## config.mk

```make
export PLATFORM = sky130hd
export DESIGN_NAME = apb_regfile_slave
export DESIGN_NICKNAME = d
export VERILOG_FILES = /design/src/rtl/apb_pkg.sv /design/src/rtl/apb_wait_ctr.sv /design/src/rtl/apb_regfile_slave.sv
export SDC_FILE = /design/constraint.sdc
export NUM_CORES = 1
export LEC_CHECK = 0
export BUFFER_PORTS_ARGS = -buffer_cell sky130_fd_sc_hd__buf_2
export CAP_MARGIN = 20
export CORE_ASPECT_RATIO = 0.7
export CORE_MARGIN = 8
export CORE_UTILIZATION = 35
export DETAILED_ROUTE_END_ITERATION = 12
export GPL_TIMING_DRIVEN = 0
export PLACE_DENSITY = 0.6
export REMOVE_ABC_BUFFERS = 1
export SYNTH_ARGS = -nofsm -noshare
export SYNTH_HDL_FRONTEND = slang
export SYNTH_HIERARCHICAL = 1
export SYNTH_SLANG_ARGS = --single-unit
export TNS_END_PERCENT = 100
```

## constraint.sdc

```tcl
create_clock -name PCLK -period 4.7 [get_ports PCLK]
set_input_delay 0.47 -clock PCLK [delete_from_list [all_inputs] [get_ports PCLK]]
set_output_delay 0.47 -clock PCLK [all_outputs]
set_load 0.01 [all_outputs]
```

## src/rtl/apb_pkg.sv

```systemverilog
// Shared types for the APB register-file slave: FSM states, wait-counter width
// and the byte-address-to-register-index shift helper.
package apb_pkg;

    typedef enum logic [1:0] {
        IDLE,
        SETUP,
        ACCESS
    } apb_state_e;

    localparam int WAIT_CNT_W = 4;
    typedef logic [WAIT_CNT_W-1:0] wait_cnt_t;

    function automatic int apb_idx_lsb(input int data_width);
        return $clog2(data_width / 8);
    endfunction

endpackage

```

## src/rtl/apb_wait_ctr.sv

```systemverilog
// Wait-state counter: loaded at the setup edge, counts down through the access
// phase, and reports done once it reaches zero.
module apb_wait_ctr
    import apb_pkg::*;
(
    input  logic      PCLK,
    input  logic      PRESETn,
    input  logic      load,
    input  logic      clear,
    input  logic      dec,
    input  wait_cnt_t load_val,
    output logic      done
);

    wait_cnt_t cnt;

    // Clear takes priority so that an aborted transfer never leaves stale wait states behind.
    always_ff @(posedge PCLK or negedge PRESETn) begin
        if (!PRESETn) begin
            cnt <= '0;
        end else if (clear) begin
            cnt <= '0;
        end else if (load) begin
            cnt <= load_val;
        end else if (dec && (cnt != '0)) begin
            cnt <= cnt - 1'b1;
        end
    end

    assign done = (cnt == '0);

endmodule

```

## src/rtl/apb_regfile_slave.sv

```systemverilog
// APB3 register-file slave with programmable wait states and PSLVERR on out-of-range index.
// Define APB_PSTRB_EN to add the PSTRB port and byte-lane write masking.
module apb_regfile_slave
    import apb_pkg::*;
#(
    parameter int                    ADDR_WIDTH  = 8,
    parameter int                    DATA_WIDTH  = 32,
    parameter int                    NUM_REGS    = 8,
    parameter int                    WAIT_STATES = 0,
    parameter logic [DATA_WIDTH-1:0] RESET_VALUE = '0
) (
    input  logic                    PCLK,
    input  logic                    PRESETn,
    input  logic                    PSEL,
    input  logic                    PENABLE,
    input  logic                    PWRITE,
    input  logic [ADDR_WIDTH-1:0]   PADDR,
    input  logic [DATA_WIDTH-1:0]   PWDATA,
`ifdef APB_PSTRB_EN
    input  logic [DATA_WIDTH/8-1:0] PSTRB,
`endif
    output logic [DATA_WIDTH-1:0]   PRDATA,
    output logic                    PREADY,
    output logic                    PSLVERR
);

    localparam int IDX_LSB   = apb_idx_lsb(DATA_WIDTH);
    localparam int IDX_W     = ADDR_WIDTH - IDX_LSB;
    localparam int NUM_BYTES = DATA_WIDTH / 8;
    localparam logic [IDX_W:0] NUM_REGS_V = (IDX_W + 1)'(NUM_REGS);

    apb_state_e state_q, state_d, phase;

    logic                  latch, abort, complete, done;
    logic [IDX_W-1:0]      paddr_idx, idx_q;
    logic                  write_q, err_q;
    logic [DATA_WIDTH-1:0] wdata_q, rd_word;
    logic [NUM_BYTES-1:0]  strb_in, strb_q;
    logic [DATA_WIDTH-1:0] regs [NUM_REGS];
    logic                  unused_paddr;

    assign paddr_idx    = PADDR[ADDR_WIDTH-1:IDX_LSB];
    assign unused_paddr = ^PADDR;

`ifdef APB_PSTRB_EN
    assign strb_in = PSTRB;
`else
    assign strb_in = '1;
`endif

    always_ff @(posedge PCLK or negedge PRESETn) begin
        if (!PRESETn) begin
            state_q <= IDLE;
        end else begin
            state_q <= state_d;
        end
    end

    // The register only ever holds IDLE or ACCESS: the bus setup cycle is recognised
    // while still IDLE, so that ACCESS lines up with the master's first PENABLE cycle.
    always_comb begin
        state_d = state_q;
        phase   = state_q;
        latch   = 1'b0;
        abort   = 1'b0;
        if ((state_q == IDLE) && PSEL && !PENABLE) begin
            phase = SETUP;
        end
        case (phase)
            SETUP: begin
                latch   = 1'b1;
                state_d = ACCESS;
            end
            ACCESS: begin
                if (!PSEL) begin
                    abort   = 1'b1;
                    state_d = IDLE;
                end else if (PENABLE && done) begin
                    state_d = IDLE;
                end
            end
            default: state_d = IDLE;
        endcase
    end

    apb_wait_ctr u_wait_ctr (
        .PCLK     (PCLK),
        .PRESETn  (PRESETn),
        .load     (latch),
        .clear    (abort),
        .dec      ((state_q == ACCESS) && !done),
        .load_val (wait_cnt_t'(WAIT_STATES)),
        .done     (done)
    );

    // Transfer attributes are captured once so that mid-access bus changes cannot leak in.
    always_ff @(posedge PCLK or negedge PRESETn) begin
        if (!PRESETn) begin
            idx_q   <= '0;
            write_q <= 1'b0;
            err_q   <= 1'b0;
            wdata_q <= '0;
            strb_q  <= '0;
        end else if (latch) begin
            idx_q   <= paddr_idx;
            write_q <= PWRITE;
            err_q   <= ({1'b0, paddr_idx} >= NUM_REGS_V);
            wdata_q <= PWDATA;
            strb_q  <= strb_in;
        end
    end

    assign complete = (state_q == ACCESS) && PSEL && PENABLE && done;

    always_ff @(posedge PCLK or negedge PRESETn) begin
        if (!PRESETn) begin
            for (int i = 0; i < NUM_REGS; i++) begin
                regs[i] <= RESET_VALUE;
            end
        end else if (complete && write_q && !err_q) begin
            for (int i = 0; i < NUM_REGS; i++) begin
                if (idx_q == IDX_W'(i)) begin
                    for (int b = 0; b < NUM_BYTES; b++) begin
                        if (strb_q[b]) begin
                            regs[i][b*8 +: 8] <= wdata_q[b*8 +: 8];
                        end
                    end
                end
            end
        end
    end

    always_comb begin
        rd_word = '0;
        for (int i = 0; i < NUM_REGS; i++) begin
            if (idx_q == IDX_W'(i)) begin
                rd_word = regs[i];
            end
        end
    end

    assign PREADY  = (state_q == ACCESS) && done;
    assign PSLVERR = PREADY && err_q;
    assign PRDATA  = (PREADY && !write_q && !err_q) ? rd_word : '0;

endmodule

```

==> results of run 1 <==
-- cells by family (layout without fill, tap and decap cells) --
family,Yosys count,in the layout,synth area share [%]
other,1,4,0.0268
adder cells (fa/ha/maj),2,2,0.179
buffers and inverters,78,166,3.26
flip-flops,302,302,54.1
multiplexers,388,388,32.1
AO/OA/AOI/OAI,147,147,6.51
AND/OR/NAND/NOR,88,88,3.88
-- report_power, final --
group          internal [W]  switching [W]  leakage, nW  total (W)
registers           0.00270       0.000233         4.12    0.00293
logic              0.000307       0.000376         3.08   0.000683
clock network       0.00166        0.00104        0.571    0.00269
total               0.00467        0.00165         7.77    0.00631
-- metrics by stage --
step	setup WS (ns)	hold slack, ns	power [W]	utilization, %	cell area (um2)
after detailed placement	0.568	0.465	0.00364	38.3	15100
after floorplan	-0.572	0.174	0.00333	-	13600
after CTS	0.00823	0.0616	0.00636	41.2	16300
after global placement	-3.65	0.456	0.00363	37.0	14600
final	0.622	0.0368	0.00631	41.3	16300
after global routing	0.412	0.0770	0.00659	41.3	16300
-- registers in the layout, indices dropped and copies added, names as in the netlist --
signal / flops
strb_q: 1
regs: 256
err_q: 1
state_q: 1
write_q: 1
u_wait_ctr/cnt: 4
wdata_q: 32
idx_q: 6
-- worst max-delay path by stage --
| stage | startpoint | endpoint | slack, ns | cells after the start |
|---|---|---|---|---|
| finish | u_wait_ctr/cnt[1]$_DFFE_PN0P_ | PRDATA[11] | 0.62 | 10 |
| global route | u_wait_ctr/cnt[1]$_DFFE_PN0P_ | PRDATA[22] | 0.41 | 10 |
| CTS | u_wait_ctr/cnt[1]$_DFFE_PN0P_ | PRDATA[11] | 0.008 | 10 |
| detailed placement | u_wait_ctr/cnt[1]$_DFFE_PN0P_ | PRDATA[11] | 0.57 | 10 |
| global placement | idx_q[0]$_DFFE_PN0P_ | PRDATA[26] | -3.65 | 4 |
| floorplan | idx_q[0]$_DFFE_PN0P_ | regs[87]$_DFFE_PN0P_ | -0.57 | 2 |
-- cell type report --
type,instances,area [um2]
Multi-Input combinational cell,629,6010
Inverter,8,30.0
Clock inverter,8,90.1
Clock buffer,50,1050
Tap cell,535,669
Timing Repair Buffer,100,926
Fill cell,3713,23200
Sequential cell,302,7560
-- worst max-delay path, stage by stage, from the launching register on --
cell and delay, ns:
dfrtp_1 0.39, inv_1 0.13, ha_1 0.19, or3b_1 0.50
inv_1 0.16, nand3b_1 0.28, nor2_4 0.28, nand3_1 0.33
buf_8 0.29, o22ai_1 0.33, buf_2 0.20
-- routing by layer --
metal / vias up / global-route usage, % / wire (um)
li1: 3845 / - / -
met1: 4460 / 20.9 / 16500
met2: 142 / 23.2 / 15700
met3: 57 / 2.04 / 1200
met4: 0 / 4.18 / 824
met5: - / 0 / 0
-- cell usage in the layout (no fill, tap or decap), types with 3 or more instances in the layout --
| cell type | count |
|---|---|
| dfrtp_1 | 301 |
| mux2_2 | 295 |
| buf_2 | 75 |
| a21oi_1 | 58 |
| mux2i_1 | 45 |
| mux2_4 | 40 |
| clkbuf_16 | 37 |
| o21ai_0 | 28 |
| o22ai_1 | 20 |
| o221ai_1 | 18 |
| nor3_1 | 14 |
| nand2b_1 | 13 |
| buf_16 | 12 |
| nor2_1 | 11 |
| nand2_1 | 10 |
| a211oi_1 | 10 |
| inv_1 | 8 |
| nand3_1 | 8 |
| clkbuf_8 | 8 |
| buf_12 | 8 |
| mux2_1 | 6 |
| clkinv_2 | 6 |
| clkbuf_1 | 5 |
| nor2_4 | 4 |
| conb_1 | 4 |
| nor2_2 | 3 |
| a31oi_1 | 3 |
| buf_8 | 3 |
==> results_dict.tcl, run 1 <==
set metrics [dict create \
    status "finished, final reports clean" \
    crit_fanout 14 \
    cts_tree "yes" \
    peakVddDrop_v 0.000190 \
    grt_pass1_vias 8985 \
    clk_path_buf_depth 3 \
    syn_area_per_cell_um2 13.9 \
    yosysMostFrequentCell "dfrtp_1" \
    fin_cells 1632 \
    synth_top_cell_by_area "dfrtp_1" \
    r2r_start "u_wait_ctr/cnt[1]$_DFFE_PN0P_" \
    ys_types 56 \
    netlist_top_cells_area "dfrtp_1, mux2_2, mux2_4" \
    synth-seq-cells 302 \
    fin_skew_ns 0.0145 \
    worstReg2RegEnd "regs[72]$_DFFE_PN0P_" \
    rows 61 \
    hold_path_class "input port to asynchronous set/reset pin" \
    wl_per_cell_um 21.0 \
    finalWorstPathRequiredPeriod_ns 4.08 \
    top_level_ports 79 \
    die_x_um 255 \
    coreArea_mm2 0.0395 \
    r2r_cells 9 \
    max_freq_ghz 0.245 \
    synthArstFlopShare_pct 100 \
    tightest_slew_ns 1.15 \
    htreeDepth 2 \
    ys_seq_area_share_pct 54.1 \
    powerDensity_mw_per_mm2 386 \
    max_cap_violations 0 \
    clock-sinks 302 \
    drive_gt1_share_pct 46.9 \
    synth_area_mm2 0.0140 \
    critPathLaunchType "register" \
    grt_max_degree 121 \
    vias 8504 \
    finalCritPeriodShare_pct 86.8 \
    netlist.area_leader.share_pct 54.1 \
    layout.nets 1122 \
    finalHoldViolCount 0 \
    yosys_most_used_dff "dfrtp_1" \
    worstPathRequired_ns 4.23 \
    cts_root_buf "clkbuf_16" \
    drv_slew 0 \
    grt_overflow_total 0 \
    setup_viol 0 \
    cts_buffers 34 \
    power_leakage_nw 7.77 \
    clk_pin_slew_worst_paths_ns 0.06 \
    rsz0062_at_grt "no" \
    dpl.hpwl_mm 20.6 \
    cts_resized 0 \
    wl_mm 34.2 \
    routabilityCongestion 0.709 \
    die-area_mm2 0.0467 \
    max_slew_margin_pct 23.5 \
    antenna_found_initial 0 \
    port-buffer-count 76 \
    start_util_pct 35.4 \
    fin_setup_tns_ns 0 \
    hold_buffers 0 \
    diodes 0 \
    yosysWarnings 6 \
    clock_latency_ns 0.51 \
    path_class "register to primary output" \
    initialDrtViolationCount 513 \
    drcViolationCount 0 \
    grt_pass1_wl_mm 54.4 \
    syn2layout_area_growth_pct 16.9 \
    worstPathArrival_ns 3.61 \
    cp-end-kind "primary output" \
    grt.total_usage_pct 14.7 \
    die_y_um 183 \
    cts_setup_buffers 0 \
    synth_edf_count 0 \
    reg2reg_setup_slack_ns 1.18 \
    dr.pass1.iters 4 \
    ant_nets 0 \
    yosys-top-cells-count "dfrtp_1, mux2_2, a21oi_1" \
    dp.cells 1570 \
    synthCells 1006 \
    viasPerCell 5.21 \
]
(Power assumes the default switching activity.)
==> inputs of run 2 (changes only) <==
--- a/config.mk
+++ b/config.mk
@@ -5,14 +5,15 @@
 export SDC_FILE = /design/constraint.sdc
 export NUM_CORES = 1
 export LEC_CHECK = 0
+export ABC_AREA = 1
 export BUFFER_PORTS_ARGS = -buffer_cell sky130_fd_sc_hd__buf_2
 export CAP_MARGIN = 20
 export CORE_ASPECT_RATIO = 0.7
 export CORE_MARGIN = 8
-export CORE_UTILIZATION = 35
+export CORE_UTILIZATION = 40
 export DETAILED_ROUTE_END_ITERATION = 12
 export GPL_TIMING_DRIVEN = 0
-export PLACE_DENSITY = 0.6
+export PLACE_DENSITY = 0.65
 export REMOVE_ABC_BUFFERS = 1
 export SYNTH_ARGS = -nofsm -noshare
 export SYNTH_HDL_FRONTEND = slang
==> results_dict.tcl, run 2 <==
set metrics [dict create \
    peakVddDrop_v 0.000340 \
    drive_gt1_share_pct 11.9 \
    grt_use_met3_pct 2.25 \
    r2r_cells 7 \
    grt_overflow_total 0 \
    grt_pass1_wl_mm 55.2 \
    wl_mm 33.5 \
    grt_use_met2_pct 26.6 \
    max_cap_violations 0 \
    ant_nets 0 \
    dr.pass1.iters 6 \
    max_stage_delay_ns 0.49 \
    crit_path_frequent_cell "inv_1" \
    synth_area_mm2 0.0132 \
    yosys_most_used_dff "dfrtp_1" \
    die_y_um 168 \
    cp_slowest_cell "inv_2" \
    cp_num_cells 13 \
    detailed_place.area_mm2 0.0141 \
    path_class "register to primary output" \
    worstPathArrival_ns 3.16 \
    grt_pass1_vias 10100 \
    worstPathRequired_ns 4.23 \
    dpl.hpwl_mm 19.6 \
    finalWorstPathRequiredPeriod_ns 3.63 \
    fin_setup_tns_ns 0 \
    finalHoldViolCount 0 \
    syn_area_per_cell_um2 8.36 \
    start_util_pct 40.7 \
    top_level_ports 79 \
    yosysWarnings 6 \
    fillCellCount 3083 \
    fin_cells 2076 \
    synthMuxAreaShare_pct 0 \
    syn2layout_area_growth_pct 15.3 \
    routabilityCongestion 0.728 \
    top_regs "regs x256, wdata_q x32, idx_q x6" \
    synth_edf_count 0 \
    yosysMostFrequentCell "nand2_1" \
    hold_depth 3 \
    cts_tree "yes" \
    powerDensity_mw_per_mm2 390 \
    vias 10600 \
    netlist_top_cells_area "dfrtp_1, nand2_1, o21ai_0" \
    power_leakage_nw 7.28 \
    synth_top_cell_by_area "dfrtp_1" \
    critPathLaunchType "register" \
    synth_fa_ha_area_share_pct 0.190 \
    holdWs_ns 0.115 \
    viasPerCell 5.10 \
    yosys-top-cells-count "nand2_1, dfrtp_1, o21ai_0" \
    diodes 0 \
    max_slew_margin_pct 23.9 \
    finalCritPeriodShare_pct 77.2 \
    drv_slew 0 \
    ys_seq_area_share_pct 57.2 \
    clock_latency_ns 0.55 \
    port-buffer-count 76 \
    grt.total_usage_pct 17.1 \
    stdcell_area_mm2 0.0152 \
    netlist.area_leader.share_pct 57.2 \
    ys_types 35 \
    cp-end-kind "primary output" \
    crit_fanout 27 \
    multi_input_area_mm2 0.00487 \
    initialDrtViolationCount 1095 \
    layout_commonest_cell "nand2_1" \
    layout_common_cells "nand2_1, dfrtp_1, o21ai_0" \
    rows 55 \
    synth_compound_area_share_pct 13.4 \
    largest_register_ffs 256 \
    grt.busiest_layer "met2" \
    crit_chain "inv_1 -> ha_1 -> nand2_2 -> inv_1 -> nand2_1 -> inv_2 -> nand2_2 -> nor2_1 -> inv_2 -> nor2_1 -> nand2_1 -> inv_1 -> buf_2" \
    fin_skew_ns 0.0108 \
    dp.cells 2018 \
    hold_path_class "input port to register" \
    die-area_mm2 0.0392 \
    cts_buffers 30 \
    top_register "regs" \
    drcViolationCount 0 \
    synthArstFlopShare_pct 100 \
    final_util_pct 47.0 \
    yosys.area_share.simple_pct 23.1 \
    synth_xor_area_share_pct 0.0663 \
    clk_pin_slew_worst_paths_ns 0.07 \
    synth-seq-cells 302 \
    layout.nets 1672 \
    wl_per_cell_um 16.2 \
    antenna_found_initial 0 \
    use_met1_pct 25.1 \
    cp_num_buf_inv 6 \
    synth_top_family_by_area "simple AND/OR/NAND/NOR gates" \
    die_x_um 233 \
    grt_max_degree 122 \
    clk_path_buf_depth 3 \
    coreArea_mm2 0.0324 \
    htreeDepth 1 \
    clock-sinks 302 \
    rsz0062_at_grt "no" \
    tightest_slew_ns 1.14 \
    max_freq_ghz 0.275 \
    cts_root_buf "clkbuf_16" \
    timing.critical_path.max_delay_family "simple AND/OR/NAND/NOR gates" \
    synthCells 1580 \
    cts_resized 0 \
    seq_area_mm2 0.00756 \
    setup_viol 0 \
    status "finished, final reports clean" \
]
[run 2: final cells by class]
class	count	share of cell area [%]
clock buffer	40	5.78
clock inverter	16	1.55
inverter	113	2.80
multi-input combinational	1084	32.0
sequential	302	49.6
tap	427	3.51
timing repair buffer	94	4.73
[run 2: kinds of logic (layout without fill, tap and decap cells)]
group | after synthesis | in the layout
DFF | 302 | 302
and+or+nand+nor | 729 | 729
other | 1 | 4
xor gates and xnor gates | 1 | 1
adders and majority gates | 2 | 2
buffers and inverters | 197 | 263
AOI/OAI and AO/OA | 348 | 348
[run 2: what timing repair did]
item,CTS,global route
buffers inserted,0,0
endpoints found under the hold margin,78,0
hold buffers,1,0
[run 2: tightest hold or removal path, cell delays in order]
cell     delay [ns]
buf_2          0.07
nand2_1        0.04
o21ai_0        0.05
[run 2: worst paths after layout]
path / slack, ns / end / start
min in group asynchronous: 0.48 / wdata_q[11]$_DFFE_PN0P_ / PRESETn
hold / removal: 0.11 / wdata_q[5]$_DFFE_PN0P_ / PWDATA[5]
setup / recovery: 1.07 / PRDATA[14] / u_wait_ctr/cnt[0]$_DFFE_PN0P_
max in group asynchronous: 3.12 / regs[104]$_DFFE_PN0P_ / PRESETn
hold reg to reg: 0.47 / strb_q[0]$_DFFE_PN0P_ / strb_q[0]$_DFFE_PN0P_
setup reg to reg: 1.72 / regs[96]$_DFFE_PN0P_ / idx_q[5]$_DFFE_PN0P_
[run 2: where the power goes]
group          internal (W)  switching [W]
Sequential          0.00269      0.0000436
Combinational      0.000136       0.000410
Clock               0.00164        0.00102
Total               0.00446        0.00148
[run 2: stage by stage]
stage / setup WS (ns) / total power, W
floorplan: -0.608 / 0.00310
global placement: -4.38 / 0.00330
detailed placement: 1.16 / 0.00333
CTS: 0.556 / 0.00601
global route: 0.786 / 0.00619
finish: 1.07 / 0.00594
[run 2: layer usage]
layer  vias to the layer above  part of all wire (%)
li1                       5150                     -
met1                      5100                    49
met2                       281                    44
met3                        59                   5.0
met4                         0                   2.2
met5                         -                     0
==> inputs of run 3 (changes only) <==
--- a/config.mk
+++ b/config.mk
@@ -5,7 +5,7 @@
 export SDC_FILE = /design/constraint.sdc
 export NUM_CORES = 1
 export LEC_CHECK = 0
-export ABC_AREA = 1
+export ABC_AREA = 0
 export BUFFER_PORTS_ARGS = -buffer_cell sky130_fd_sc_hd__buf_2
 export CAP_MARGIN = 20
 export CORE_ASPECT_RATIO = 0.7
==> constraint.sdc (replaced) <==
create_clock -name PCLK -period 3.8 [get_ports PCLK]
set_input_delay 0.38 -clock PCLK [delete_from_list [all_inputs] [get_ports PCLK]]
set_output_delay 0.38 -clock PCLK [all_outputs]
set_load 0.01 [all_outputs]
==> results_dict.tcl, run 3 (synthesized netlist as in run 1, its figures left out) <==
set metrics [dict create \
    status "finished, final reports clean" \
    grt.total_usage_pct 15.7 \
    grt_pass1_wl_mm 51.4 \
    power_leakage_nw 7.65 \
    hold_path_class "input port to register" \
    largest_register_ffs 256 \
    drcViolationCount 0 \
    diodes 0 \
    dpl.hpwl_mm 19.4 \
    grt_pass1_vias 8720 \
    hold_depth 2 \
    final_util_pct 46.5 \
    coreArea_mm2 0.0346 \
    layout_common_cells "dfrtp_1, mux2_2, buf_2" \
    ant_nets 0 \
    worstPathRequired_ns 3.42 \
    worst_slack_ns 0.203 \
    stdcell_area_mm2 0.0161 \
    routabilityCongestion 0.729 \
    holdWs_ns 0.0360 \
    tightest_slew_ns 0.705 \
    start_util_pct 40.4 \
    cts_root_buf "clkbuf_16" \
    fillCellCount 3063 \
    wl_per_cell_um 20.5 \
    crit_fanout 26 \
    antenna_found_initial 0 \
    layout.nets 1119 \
    peakVddDrop_v 0.000226 \
    top_regs "regs x256, wdata_q x32, idx_q x6" \
    finalCritPeriodShare_pct 94.7 \
    drv_slew 0 \
    worstPathArrival_ns 3.22 \
    fin_skew_ns 0.0258 \
    path_class "register to primary output" \
    multi_input_area_mm2 0.00607 \
    finalHoldViolCount 0 \
    setup_viol 0 \
    port-buffer-count 76 \
    clock_latency_ns 0.57 \
    r2r_cells 10 \
    cts_tree "yes" \
    cts_buffers 30 \
    fin_setup_tns_ns 0 \
    seq_area_mm2 0.00756 \
    cp-end-kind "primary output" \
    viasPerCell 5.35 \
    clk_path_buf_depth 3 \
    max_slew_margin_pct 52.9 \
    wl_mm 32.2 \
    dr.pass1.iters 5 \
    detailed_place.area_mm2 0.0150 \
    initialDrtViolationCount 563 \
    max_stage_delay_ns 0.68 \
    rows 57 \
    die_y_um 172 \
    rsz0062_at_grt "no" \
    grt_max_degree 112 \
    max_cap_violations 0 \
    grt_overflow_total 0 \
    top_register "regs" \
    crit_chain "buf_16 -> or4b_1 -> nor2_4 -> o221ai_1 -> a21oi_1 -> buf_2" \
    die_x_um 239 \
    max_freq_ghz 0.278 \
    die-area_mm2 0.0413 \
    drive_gt1_share_pct 46.7 \
    clock-sinks 302 \
    clk_pin_slew_worst_paths_ns 0.06 \
    htreeDepth 1 \
    critPathLaunchType "register" \
    vias 8384 \
    layout_commonest_cell "dfrtp_1" \
    pre_cts_ws_ns -0.646 \
    syn2layout_area_growth_pct 15.1 \
    cp_slowest_cell "or4b_1" \
    powerDensity_mw_per_mm2 453 \
    finalWorstPathRequiredPeriod_ns 3.60 \
    top_level_ports 79 \
]
==> run 3: cell types whose count changed in the layout (fill, tap and decap cells not counted), sizes merged, moves of 16 or more <==
cell / previous run / this run
nand2: 511 / 12
mux2: 0 / 341
o21ai: 302 / 28
nor2: 139 / 18
inv: 114 / 8
mux2i: 0 / 45
nand4: 35 / 2
nand3: 33 / 9
o22ai: 0 / 20
o221ai: 0 / 18
a21oi: 42 / 58
==> run 3: area by class of cell <==
class | count | area share [%]
timing repair buffer | 101 | 5.65
inverter | 8 | 0.187
sequential | 302 | 47.0
clock buffer | 45 | 5.20
clock inverter | 11 | 0.568
multi-input combinational | 629 | 37.7
tap | 472 | 3.67
==> run 3: through the flow <==
step	cells	total power [W]
2_1_floorplan	939	0.00411
3_3_place_gp	1487	0.00448
3_5_place_dp	1505	0.00449
4_1_cts	1565	0.00734
5_1_grt	1568	0.00760
6_report	1568	0.00729
==> run 3: path summary, 6_finish.rpt <==
path                                          startpoint                endpoint  slack (ns)
setup / recovery                    idx_q[2]$_DFFE_PN0P_               PRDATA[2]        0.20
hold / removal                                 PWDATA[7]  wdata_q[7]$_DFFE_PN0P_        0.04
min in group asynchronous                        PRESETn  wdata_q[5]$_DFFE_PN0P_        0.39
hold reg to reg                    strb_q[0]$_DFFE_PN0P_   strb_q[0]$_DFFE_PN0P_        0.47
setup reg to reg           u_wait_ctr/cnt[1]$_DFFE_PN0P_    regs[95]$_DFFE_PN0P_        0.43
max in group asynchronous                        PRESETn    idx_q[0]$_DFFE_PN0P_        2.33
==> run 3: report_power, final <==
part           internal, W  switching [W]  leakage [nW]
clock              0.00159        0.00124         0.462
combinational     0.000380       0.000467          3.07
sequential         0.00334       0.000275          4.12
total              0.00531        0.00198          7.65
==> run 3: per-layer routing <==
metal,routed length [um],global-route usage [%]
met3,1110,2.44
met5,0,0
met4,461,2.52
met2,14200,24.3
met1,16400,23.4
==> run 3: timing repair <==
item,4_1_cts,5_1_grt
hold buffers,1,0
setup endpoints to repair,26,21
setup buffers,3,1
endpoints found under the hold margin,88,0
pin swaps,1,0
resized for setup,10,1
==> run 3: critical path, delay by kind of cell, from the launching register on <==
family | cells | cell delay (ns)
buf+inv | 2 | 0.43
flops | 1 | 0.65
compound gates | 2 | 0.49
simple gates | 2 | 1.06
